## src/rtl/cu_ex_dispatch_if.sv

```systemverilog
// CU-to-EX dispatch bus: ID request handshake, EX operand/result channel, writeback handshake.
// The master modport is the dispatcher; the slave modport is the surrounding pipeline.
interface cu_ex_dispatch_if;
    logic        id_valid;
    logic        id_ready;
    logic [31:0] id_rs1;
    logic [31:0] id_rs2;
    logic [31:0] id_imm;
    logic [5:0]  id_instr;
    logic [4:0]  id_rd;
    logic [31:0] rs1_data;
    logic [31:0] rs2_data;
    logic [31:0] imm_data;
    logic [5:0]  Instruction_to_ALU;
    logic        ex_req;
    logic        EX_accept;
    logic        result_ready;
    logic [31:0] result_data;
    logic        overflow_flag;
    logic        zero_flag;
    logic        condition_met_flag;
    logic        error_flag;
    logic        ex_abort;
    logic        wb_valid;
    logic        wb_ready;
    logic [31:0] wb_data;
    logic [4:0]  wb_rd;
    logic [3:0]  wb_flags;
    logic        wb_timeout;

    modport master (
        input  id_valid, id_rs1, id_rs2, id_imm, id_instr, id_rd,
        input  EX_accept, result_ready, result_data,
        input  overflow_flag, zero_flag, condition_met_flag, error_flag,
        input  wb_ready,
        output id_ready, rs1_data, rs2_data, imm_data, Instruction_to_ALU,
        output ex_req, ex_abort, wb_valid, wb_data, wb_rd, wb_flags, wb_timeout
    );

    modport slave (
        output id_valid, id_rs1, id_rs2, id_imm, id_instr, id_rd,
        output EX_accept, result_ready, result_data,
        output overflow_flag, zero_flag, condition_met_flag, error_flag,
        output wb_ready,
        input  id_ready, rs1_data, rs2_data, imm_data, Instruction_to_ALU,
        input  ex_req, ex_abort, wb_valid, wb_data, wb_rd, wb_flags, wb_timeout
    );
endinterface

```

## src/rtl/cu_ex_dispatch.sv

```systemverilog
// Single-operation CU-to-EX dispatcher with an accept/result watchdog that aborts a hung EX
// stage and reports a timeout result to writeback.
module cu_ex_dispatch #(
    parameter int unsigned TIMEOUT_CYCLES = 15,
    parameter int unsigned CNT_W          = 8
) (
    input logic              soc_clk,
    input logic              reset,
    cu_ex_dispatch_if.master bus
);
    typedef enum logic [2:0] {
        ST_IDLE  = 3'd0,
        ST_ISSUE = 3'd1,
        ST_WAIT  = 3'd2,
        ST_ABORT = 3'd3,
        ST_HOLD  = 3'd4
    } state_t;

    // Last cycle a waiting state may spend before the watchdog fires.
    localparam logic [CNT_W-1:0] LIMIT_C = CNT_W'(TIMEOUT_CYCLES - 1);

    state_t           state_r;
    logic [CNT_W-1:0] wdog_r;
    logic             id_ready_r;
    logic             ex_req_r;
    logic             ex_abort_r;
    logic             wb_valid_r;
    logic             wb_timeout_r;
    logic [31:0]      rs1_r;
    logic [31:0]      rs2_r;
    logic [31:0]      imm_r;
    logic [5:0]       instr_r;
    logic [4:0]       rd_r;
    logic [31:0]      wb_data_r;
    logic [3:0]       wb_flags_r;

    logic             take_result_s;
    logic             expired_s;
    logic [CNT_W-1:0] wdog_inc_s;

    // Result capture qualification and saturating watchdog increment.
    always_comb begin
        take_result_s = 1'b0;
        expired_s     = (wdog_r >= LIMIT_C);
        if (wdog_r == {CNT_W{1'b1}}) begin
            wdog_inc_s = wdog_r;
        end else begin
            wdog_inc_s = wdog_r + CNT_W'(1);
        end
        case (state_r)
            ST_ISSUE: take_result_s = bus.EX_accept & bus.result_ready;
            ST_WAIT:  take_result_s = bus.result_ready;
            default:  take_result_s = 1'b0;
        endcase
    end

    // Dispatch FSM with registered outputs.
    always_ff @(posedge soc_clk) begin
        if (reset) begin
            state_r      <= ST_IDLE;
            wdog_r       <= {CNT_W{1'b0}};
            id_ready_r   <= 1'b0;
            ex_req_r     <= 1'b0;
            ex_abort_r   <= 1'b0;
            wb_valid_r   <= 1'b0;
            wb_timeout_r <= 1'b0;
            rs1_r        <= 32'd0;
            rs2_r        <= 32'd0;
            imm_r        <= 32'd0;
            instr_r      <= 6'd0;
            rd_r         <= 5'd0;
            wb_data_r    <= 32'd0;
            wb_flags_r   <= 4'd0;
        end else begin
            ex_abort_r <= 1'b0;
            if (take_result_s) begin
                wb_data_r  <= bus.result_data;
                wb_flags_r <= {bus.overflow_flag, bus.zero_flag,
                               bus.condition_met_flag, bus.error_flag};
            end
            case (state_r)
                ST_IDLE: begin
                    id_ready_r <= 1'b1;
                    if (id_ready_r && bus.id_valid) begin
                        rs1_r      <= bus.id_rs1;
                        rs2_r      <= bus.id_rs2;
                        imm_r      <= bus.id_imm;
                        instr_r    <= bus.id_instr;
                        rd_r       <= bus.id_rd;
                        id_ready_r <= 1'b0;
                        ex_req_r   <= 1'b1;
                        wdog_r     <= {CNT_W{1'b0}};
                        state_r    <= ST_ISSUE;
                    end
                end
                ST_ISSUE: begin
                    if (bus.EX_accept) begin
                        ex_req_r <= 1'b0;
                        wdog_r   <= {CNT_W{1'b0}};
                        if (take_result_s) begin
                            wb_valid_r <= 1'b1;
                            state_r    <= ST_HOLD;
                        end else begin
                            state_r <= ST_WAIT;
                        end
                    end else if (expired_s) begin
                        ex_req_r     <= 1'b0;
                        ex_abort_r   <= 1'b1;
                        wb_data_r    <= 32'd0;
                        wb_flags_r   <= 4'b0001;
                        wb_timeout_r <= 1'b1;
                        state_r      <= ST_ABORT;
                    end else begin
                        wdog_r <= wdog_inc_s;
                    end
                end
                ST_WAIT: begin
                    if (take_result_s) begin
                        wb_valid_r <= 1'b1;
                        state_r    <= ST_HOLD;
                    end else if (expired_s) begin
                        ex_abort_r   <= 1'b1;
                        wb_data_r    <= 32'd0;
                        wb_flags_r   <= 4'b0001;
                        wb_timeout_r <= 1'b1;
                        state_r      <= ST_ABORT;
                    end else begin
                        wdog_r <= wdog_inc_s;
                    end
                end
                ST_ABORT: begin
                    wb_valid_r <= 1'b1;
                    state_r    <= ST_HOLD;
                end
                ST_HOLD: begin
                    if (bus.wb_ready) begin
                        wb_valid_r   <= 1'b0;
                        wb_timeout_r <= 1'b0;
                        id_ready_r   <= 1'b1;
                        state_r      <= ST_IDLE;
                    end
                end
                default: begin
                    ex_req_r   <= 1'b0;
                    wb_valid_r <= 1'b0;
                    state_r    <= ST_IDLE;
                end
            endcase
        end
    end

    assign bus.id_ready           = id_ready_r;
    assign bus.rs1_data           = rs1_r;
    assign bus.rs2_data           = rs2_r;
    assign bus.imm_data           = imm_r;
    assign bus.Instruction_to_ALU = instr_r;
    assign bus.ex_req             = ex_req_r;
    assign bus.ex_abort           = ex_abort_r;
    assign bus.wb_valid           = wb_valid_r;
    assign bus.wb_data            = wb_data_r;
    assign bus.wb_rd              = rd_r;
    assign bus.wb_flags           = wb_flags_r;
    assign bus.wb_timeout         = wb_timeout_r;
endmodule

```

## src/flat_wrapper.sv

```systemverilog
// flat-port wrapper written by rule: the top's interface ports become plain ports
module cu_ex_dispatch_flat 
#(
    parameter int unsigned TIMEOUT_CYCLES = 15,
    parameter int unsigned CNT_W          = 8
)
  (soc_clk, reset, bus_id_valid, bus_id_rs1, bus_id_rs2, bus_id_imm, bus_id_instr, bus_id_rd, bus_EX_accept, bus_result_ready, bus_result_data, bus_overflow_flag, bus_zero_flag, bus_condition_met_flag, bus_error_flag, bus_wb_ready, bus_id_ready, bus_rs1_data, bus_rs2_data, bus_imm_data, bus_Instruction_to_ALU, bus_ex_req, bus_ex_abort, bus_wb_valid, bus_wb_data, bus_wb_rd, bus_wb_flags, bus_wb_timeout);
  cu_ex_dispatch_if bus_i ();
  input logic soc_clk;
  input logic reset;
  input wire logic [$bits(bus_i.id_valid)-1:0] bus_id_valid;
  input wire logic [$bits(bus_i.id_rs1)-1:0] bus_id_rs1;
  input wire logic [$bits(bus_i.id_rs2)-1:0] bus_id_rs2;
  input wire logic [$bits(bus_i.id_imm)-1:0] bus_id_imm;
  input wire logic [$bits(bus_i.id_instr)-1:0] bus_id_instr;
  input wire logic [$bits(bus_i.id_rd)-1:0] bus_id_rd;
  input wire logic [$bits(bus_i.EX_accept)-1:0] bus_EX_accept;
  input wire logic [$bits(bus_i.result_ready)-1:0] bus_result_ready;
  input wire logic [$bits(bus_i.result_data)-1:0] bus_result_data;
  input wire logic [$bits(bus_i.overflow_flag)-1:0] bus_overflow_flag;
  input wire logic [$bits(bus_i.zero_flag)-1:0] bus_zero_flag;
  input wire logic [$bits(bus_i.condition_met_flag)-1:0] bus_condition_met_flag;
  input wire logic [$bits(bus_i.error_flag)-1:0] bus_error_flag;
  input wire logic [$bits(bus_i.wb_ready)-1:0] bus_wb_ready;
  output wire logic [$bits(bus_i.id_ready)-1:0] bus_id_ready;
  output wire logic [$bits(bus_i.rs1_data)-1:0] bus_rs1_data;
  output wire logic [$bits(bus_i.rs2_data)-1:0] bus_rs2_data;
  output wire logic [$bits(bus_i.imm_data)-1:0] bus_imm_data;
  output wire logic [$bits(bus_i.Instruction_to_ALU)-1:0] bus_Instruction_to_ALU;
  output wire logic [$bits(bus_i.ex_req)-1:0] bus_ex_req;
  output wire logic [$bits(bus_i.ex_abort)-1:0] bus_ex_abort;
  output wire logic [$bits(bus_i.wb_valid)-1:0] bus_wb_valid;
  output wire logic [$bits(bus_i.wb_data)-1:0] bus_wb_data;
  output wire logic [$bits(bus_i.wb_rd)-1:0] bus_wb_rd;
  output wire logic [$bits(bus_i.wb_flags)-1:0] bus_wb_flags;
  output wire logic [$bits(bus_i.wb_timeout)-1:0] bus_wb_timeout;
  assign bus_i.id_valid = bus_id_valid;
  assign bus_i.id_rs1 = bus_id_rs1;
  assign bus_i.id_rs2 = bus_id_rs2;
  assign bus_i.id_imm = bus_id_imm;
  assign bus_i.id_instr = bus_id_instr;
  assign bus_i.id_rd = bus_id_rd;
  assign bus_i.EX_accept = bus_EX_accept;
  assign bus_i.result_ready = bus_result_ready;
  assign bus_i.result_data = bus_result_data;
  assign bus_i.overflow_flag = bus_overflow_flag;
  assign bus_i.zero_flag = bus_zero_flag;
  assign bus_i.condition_met_flag = bus_condition_met_flag;
  assign bus_i.error_flag = bus_error_flag;
  assign bus_i.wb_ready = bus_wb_ready;
  assign bus_id_ready = bus_i.id_ready;
  assign bus_rs1_data = bus_i.rs1_data;
  assign bus_rs2_data = bus_i.rs2_data;
  assign bus_imm_data = bus_i.imm_data;
  assign bus_Instruction_to_ALU = bus_i.Instruction_to_ALU;
  assign bus_ex_req = bus_i.ex_req;
  assign bus_ex_abort = bus_i.ex_abort;
  assign bus_wb_valid = bus_i.wb_valid;
  assign bus_wb_data = bus_i.wb_data;
  assign bus_wb_rd = bus_i.wb_rd;
  assign bus_wb_flags = bus_i.wb_flags;
  assign bus_wb_timeout = bus_i.wb_timeout;
  cu_ex_dispatch #(.TIMEOUT_CYCLES(TIMEOUT_CYCLES), .CNT_W(CNT_W)) u_core (.soc_clk(soc_clk), .reset(reset), .bus(bus_i));
endmodule
```

## config.mk

```make
export PLATFORM = sky130hd
export DESIGN_NAME = cu_ex_dispatch_flat
export DESIGN_NICKNAME = d
export VERILOG_FILES = /design/src/rtl/cu_ex_dispatch_if.sv /design/src/rtl/cu_ex_dispatch.sv /design/src/flat_wrapper.sv
export SDC_FILE = /design/constraint.sdc
export NUM_CORES = 1
export LEC_CHECK = 0
export CAP_MARGIN = 20
export CORE_UTILIZATION = 43
export CTS_CLUSTER_DIAMETER = 50
export DETAILED_ROUTE_END_ITERATION = 6
export GPL_TIMING_DRIVEN = 0
export PLACE_DENSITY_LB_ADDON = 0.08
export SYNTH_ARGS = -nofsm -noshare
export SYNTH_HDL_FRONTEND = slang
export SYNTH_SLANG_ARGS = --single-unit
```

## constraint.sdc

```tcl
create_clock -name soc_clk -period 4 [get_ports soc_clk]
set_input_delay 0.8 -clock soc_clk [delete_from_list [all_inputs] [get_ports soc_clk]]
set_output_delay 0.8 -clock soc_clk [all_outputs]
set_load 0.01 [all_outputs]
```

## Word-level counts from Yosys, hierarchy flattened

Index checks and enable logic that the tools add are counted.

| operators by class | value |
|---|---|
| $add $sub $neg | 1 |
| equality and inequality tests | 11 |
| bitwise operators | 3 |
| mux-type cells | 43 |
| reductions and logical operators | 13 |
| $lt $le $gt $ge | 1 |

Operators with widths:

| kind | number |
|---|---|
| 32-bit two-way mux | 4 |
| 32-bit one-hot mux with 2 select lines | 1 |
| 8-bit two-way mux | 5 |
| 8-bit one-hot mux with 3 select lines | 1 |
| 3-bit two-way mux | 6 |
| 4-bit two-way mux | 4 |
| 3-bit one-hot mux with 5 select lines | 1 |
| 1-bit two-way mux | 14 |
| 3-bit AND reduction | 3 |
| 8-bit by 1-bit adder with 8-bit output, second input constant | 1 |
| 8-bit equality test, second input constant | 1 |
| 8-bit by 4-bit greater-or-equal comparator with 1-bit output, second input constant | 1 |
| 2-bit != test, second input constant | 4 |
| 4-bit one-hot mux with 2 select lines | 1 |
| 3-bit by 2-bit equality test with 1-bit output, second input constant | 2 |
| 1-bit one-hot mux with 2 select lines | 3 |
| 1-bit one-hot mux with 3 select lines | 2 |
| 2-bit AND reduction | 3 |
| 3-bit nonzero test | 2 |
| 1-bit one-hot mux with 5 select lines | 1 |
| 4-bit AND reduction | 1 |
| 3-bit by 1-bit equality test with 1-bit output, second input constant | 1 |
| 3-bit equality test, second input constant | 1 |
| 3-bit logical NOT | 1 |
| other kinds (7) | 8 |

| storage, ports and cells | value |
|---|---|
| logic and storage cells | 86 |
| bits of input ports | 149 |
| register bits | 159 |
| output and inout bits | 148 |

## Logic depth before layout (Yosys ltp)

| logic depth | value |
|---|---|
| depth after elaboration | 6 |
| depth in mapped cells | 8 |

## Worst setup path after synthesis

Ideal clock, no wire load.

| timing path | value |
|---|---|
| path type | input to register |
| start | input port bus_result_ready |
| end | register u_core.wb_data_r[0] (netlist: u_core.bus.wb_data[0]) |
| path buffers | 2 |
| stages on the path | 6 |
| data required time | 3886 ps |
| arrival | 1749 ps |
| slack | 2137 ps |
| path through | or3b_1 a21oi_2 a21o_1 buf_4 buf_6 nor2_1 |

| between the ends | value |
|---|---|
| word-level cells in the longest chain between the ends | 6 |
| elaborated cells between the ends (all ways) | 7 |
| classes of those cells | 6 x mux; 1 x bitwise |

RTL lines:

| what | line | source |
|---|---|---|
| from (decl) | flat_wrapper.sv:18 | `input wire logic [$bits(bus_i.result_ready)-1:0] bus_result_ready;` |
| 1-bit AND | cu_ex_dispatch.sv:51 | `ST_ISSUE: take_result_s = bus.EX_accept & bus.result_ready;` |
| 1-bit one-hot mux with 2 select lines (*) | cu_ex_dispatch.sv:50 | `case (state_r)` |
| 32-bit two-way mux | cu_ex_dispatch.sv:76 | `if (take_result_s) begin` |
| 32-bit two-way mux | cu_ex_dispatch.sv:106, cu_ex_dispatch.sv:121 |  |
| 32-bit two-way mux, on equally long branches | cu_ex_dispatch.sv:118, cu_ex_dispatch.sv:97 |  |
| 32-bit one-hot mux with 2 select lines (*) | cu_ex_dispatch.sv:81 | `case (state_r)` |
| to (signal assigned) | cu_ex_dispatch.sv:77 | `wb_data_r <= bus.result_data;` |
| to (decl) | cu_ex_dispatch.sv:34 | `logic [31:0] wb_data_r;` |

Mark *: on every way between the ends. The rest lies on a longest branch, timed or not.
A chain may end at the register's enable or synchronous reset.

## Worst setup path after layout

| timing path | value |
|---|---|
| start | input port bus_EX_accept |
| end | register u_core.wb_data_r[15] (netlist: u_core.bus.wb_data[15]) |

| between the ends | value |
|---|---|
| word-level cells in the longest chain between the ends | 6 |
| elaborated cells between the ends (all ways) | 7 |
| classes of those cells | 6 x mux; 1 x bitwise |

RTL lines:

| what | line | source |
|---|---|---|
| from (decl) | flat_wrapper.sv:17 | `input wire logic [$bits(bus_i.EX_accept)-1:0] bus_EX_accept;` |
| 1-bit AND | cu_ex_dispatch.sv:51 |  |
| 1-bit one-hot mux with 2 select lines | cu_ex_dispatch.sv:50 |  |
| 32-bit two-way mux | cu_ex_dispatch.sv:76 |  |
| 32-bit two-way mux | cu_ex_dispatch.sv:106, cu_ex_dispatch.sv:121 |  |
| 32-bit two-way mux, on equally long branches | cu_ex_dispatch.sv:118, cu_ex_dispatch.sv:97 |  |
| 32-bit one-hot mux with 2 select lines (*) | cu_ex_dispatch.sv:81 |  |

Marked as above.

==> metrics.log <==
[metrics] Max FO, Critical Path: 10
[metrics] CTS resizes: 0
[metrics] worst clock skew: 7.13 ps
[metrics] number of endpoints failing setup at the final stage: 0
[metrics] mean post-synth cell area: 8.57 µm²
[metrics] number of buffers between clock root and the deepest sink: 2
[metrics] critical path depth: 7
[metrics] Critical Path Slowest Stage Cell: sky130_fd_sc_hd__clkdlybuf4s50_1
[metrics] Std-Cell Core Area: 13200 µm²
[metrics] cells on worst reg2reg path: 8
[metrics] count of buffers inserted at the top-level ports: 295
[metrics] minimum clock period: 2160 ps
[metrics] NumNets Final: 1145
[metrics] kind of critical path: in2reg
[metrics] overflow left after global routing: 0
[metrics] starting density of the core: 44.0%
[metrics] first-pass GRT wire length: 27700 µm
[metrics] root buffer selected by CTS: sky130_fd_sc_hd__clkbuf_16
[metrics] clock tree from TritonCTS: yes
[metrics] final weighted congestion in routability-driven placement: 0.797
[metrics] Clock Pin Slew Worst Setup and Hold Paths: 60 ps
[metrics] via density per instance: 4.75
[metrics] most area-consuming cells after synthesis: sky130_fd_sc_hd__dfxtp_1 55%, sky130_fd_sc_hd__nand2_1 14%, sky130_fd_sc_hd__a21oi_1 9.9%
[metrics] GRT Util Overall: 25.2%
[metrics] worst hold path stage count: 2
[metrics] flop and latch count out of synthesis: 159
[metrics] synthesized instance count: 680
[metrics] total wire length after detailed routing: 17300 µm
[metrics] outcome: finished, final reports clean
[metrics] Area growth syn-to-layout: 64.4%
[metrics] proportion of synthesized chip area in sequential cells: 54.6%
[metrics] Yosys warning count: 0
[metrics] number of iterations in the first detailed-routing pass: 4
[metrics] post-synth design cell area: 5830 µm²
[metrics] net count after synthesis: 831
[metrics] # hold bufs at CTS: 0
[metrics] instance area at placement: 9000 µm²
[metrics] via count of the first global-routing pass: 5449
[metrics] sort of element at the start of the critical path: primary input
[metrics] count of buffering cells on the critical path with inverters included: 3
[metrics] Post-synth EDFFs: 0
[metrics] Relative slew margins: 61.8%
[metrics] average routed wire per standard cell: 14.7 µm
[metrics] vias: 5624
[metrics] unrepaired setup endpoints after global routing: no
[metrics] Leak: 3.45 nW
[metrics] count of final max-slew check failures: 0
[metrics] maximum clock rate: 463 MHz
[metrics] Hold WC Path Type: reg2reg
[metrics] Final period util: 54.0%
[metrics] Power, Total: 3.82 mW
[metrics] Non-Filler Cell Area, Final: 9580 µm²
[metrics] floorplan row count: 42
[metrics] Critical Path End Type: register
[metrics] buffers inserted by post-CTS timing repair: 0
[metrics] max-cap check violation count: 0
[metrics] number of distinct library cell variants in the gate-level netlist after synthesis: 39
[metrics] H-tree levels: 4
[metrics] Top Ports: 297
[metrics] required time reported for the critical path endpoint: 4300 ps
[metrics] ys async rst share: 0%
[metrics] initial antenna violation count: 0
[metrics] clock insertion delay at the later pin of the skew report: 410 ps
[metrics] data arrival time of the critical path: 2460 ps
[metrics] clk sinks: 159
[metrics] area share of the largest cell type after synthesis: 54.6%
[metrics] worst stage delay on the critical path: 540 ps
[metrics] DRC: 0
[metrics] fraction of final layout cells sized beyond drive strength 1: 6.06%
[metrics] Die Height: 118 µm
[metrics] die boundary width: 118 µm
[metrics] area enclosed by the die boundary: 14000 µm²
[metrics] CP cell instances: clkdlybuf4s50_1 -> or3b_1 -> a21oi_2 -> a21o_1 -> buf_4 -> buf_6 -> nor2_1
[metrics] power density over cell area: 398 nW/µm²
[metrics] First DRT Iteration DRCs: 272
[metrics] transition time at the pin with the least slew margin: 573 ps
[metrics] antenna-violating nets left: 0
[metrics] final total negative setup slack: 0 ps
[metrics] maximum ir drop on the vdd rail: 0.000265 V
[metrics] final number of hold-violating endpoints: 0
[metrics] pin count of the biggest net entering global routing: 17
[metrics] ys flop type: sky130_fd_sc_hd__dfxtp_1
[metrics] Detail Placement HPWL: 13000 µm
[metrics] number of antenna cells inserted: 0
[metrics] number of buffers inserted during clock tree synthesis: 17
[metrics] cell type with the highest aggregate area in the netlist: sky130_fd_sc_hd__dfxtp_1
[metrics] critical path's top delay family: buffers and inverters
## state kept, by name, summed over array words and instances, names as in the netlist
name                           cells
u_core.bus.Instruction_to_ALU      6
u_core.bus.ex_abort                1
u_core.bus.ex_req                  1
u_core.bus.id_ready                1
u_core.bus.imm_data               32
u_core.bus.rs1_data               32
u_core.bus.rs2_data               32
u_core.bus.wb_data                32
u_core.bus.wb_flags                4
u_core.bus.wb_rd                   5
u_core.bus.wb_timeout              1
u_core.bus.wb_valid                1
u_core.state_r                     3
u_core.wdog_r                      8
## Yosys cell counts (2+ instances only)
cell / instances
sky130_fd_sc_hd__nand2_1: 221
sky130_fd_sc_hd__dfxtp_1: 159
sky130_fd_sc_hd__a21oi_1: 115
sky130_fd_sc_hd__nor2_1: 41
sky130_fd_sc_hd__mux2i_1: 35
sky130_fd_sc_hd__clkbuf_1: 20
sky130_fd_sc_hd__buf_2: 14
sky130_fd_sc_hd__buf_6: 10
sky130_fd_sc_hd__and2_1: 6
sky130_fd_sc_hd__a31oi_1: 5
sky130_fd_sc_hd__inv_1: 5
sky130_fd_sc_hd__buf_4: 4
sky130_fd_sc_hd__a211o_1: 3
sky130_fd_sc_hd__nand2b_1: 3
sky130_fd_sc_hd__nor2b_1: 3
sky130_fd_sc_hd__nor3_1: 3
sky130_fd_sc_hd__a211oi_1: 2
sky130_fd_sc_hd__a21oi_2: 2
sky130_fd_sc_hd__a311oi_1: 2
sky130_fd_sc_hd__and3_1: 2
sky130_fd_sc_hd__ha_1: 2
sky130_fd_sc_hd__nand4_1: 2
sky130_fd_sc_hd__o211ai_1: 2
sky130_fd_sc_hd__o21ai_0: 2
sky130_fd_sc_hd__or3_1: 2
sky130_fd_sc_hd__or3b_1: 2
## path summary, 6_finish.rpt
| check | startpoint | end | slack (ps) |
|---|---|---|---|
| worst max register to register | u_core.wdog_r[0]$_SDFFE_PP0P_ | u_core.bus.wb_data[15]$_SDFF_PP0_ | 2240 |
| worst max-delay path | bus_EX_accept | u_core.bus.wb_data[15]$_SDFF_PP0_ | 1840 |
| worst min-delay path | u_core.bus.rs1_data[31]$_SDFFE_PP0P_ | u_core.bus.rs1_data[31]$_SDFFE_PP0P_ | 450 |
| worst min register to register | u_core.bus.rs1_data[31]$_SDFFE_PP0P_ | u_core.bus.rs1_data[31]$_SDFFE_PP0P_ | 450 |
## cell families after synthesis
family	count (synthesis)	synth area share, %
simple gates	291	20.4
buf+inv	53	5.26
fa+ha+maj	2	0.429
flops	159	54.6
mux	35	6.01
compound gates	140	13.3
## power breakdown
group / internal [mW] / total, mW / switching [mW]
Clock: 0.982 / 1.58 / 0.602
Sequential: 1.65 / 1.69 / 0.0362
Combinational: 0.311 / 0.544 / 0.233
Total: 2.95 / 3.82 / 0.871
## routing by layer
metal / share of wire [%] / routed length [µm] / vias to the layer above / track usage [%]
met5: 0 / 0 / - / 0
met1: 39 / 6800 / 2522 / 27.7
met4: 2.3 / 396 / 0 / 9.65
met2: 49 / 8420 / 210 / 43.1
li1: - / - / 2865 / -
met3: 10 / 1730 / 27 / 10.5
## cell type report
class | count | area [µm²]
fillers | 1104 | 3660
flip-flops and latches | 159 | 3180
repair buffers | 295 | 2950
multi-input cells | 468 | 2340
clock buffers | 26 | 499
plain buffers | 48 | 288
well taps | 176 | 220
clock inverters | 6 | 80.1
inverters | 5 | 18.8
## layout by cell type, fill, tap and decap left out, drive strengths merged, types with 3 or more instances in the layout
master and n:
a31oi 5, dfxtp 159, a211oi 3, mux2i 35, nor2 41, and2 6, clkinv 4, clkbuf 46
a211o 3, buf 28, nor2b 3, clkdlybuf4s50 295, nand2 222, a21oi 117, nand2b 3, nor3 3
inv 5
## worst register-to-register path: stages, from the launching register on
cell and delay [ps]:
sky130_fd_sc_hd__dfxtp_1 340, sky130_fd_sc_hd__inv_1 80, sky130_fd_sc_hd__ha_1 200, sky130_fd_sc_hd__o211ai_1 230, sky130_fd_sc_hd__nand2_1 200, sky130_fd_sc_hd__a21o_1 230, sky130_fd_sc_hd__buf_4 160, sky130_fd_sc_hd__buf_6 140
sky130_fd_sc_hd__nor2_1 110
## per-stage QoR
| stage | utilization (%) | setup WS [ps] | hold slack, ps | cells |
|---|---|---|---|---|
| floorplan | - | 2140 | 451 | 680 |
| global placement | 68.0 | 1440 | 441 | 1151 |
| detailed placement | 68.0 | 1440 | 446 | 1151 |
| CTS | 72.3 | 1840 | 454 | 1183 |
| global route | 72.3 | 1770 | 468 | 1183 |
| finish | 72.3 | 1840 | 451 | 1183 |
(Power assumes the default switching activity.)
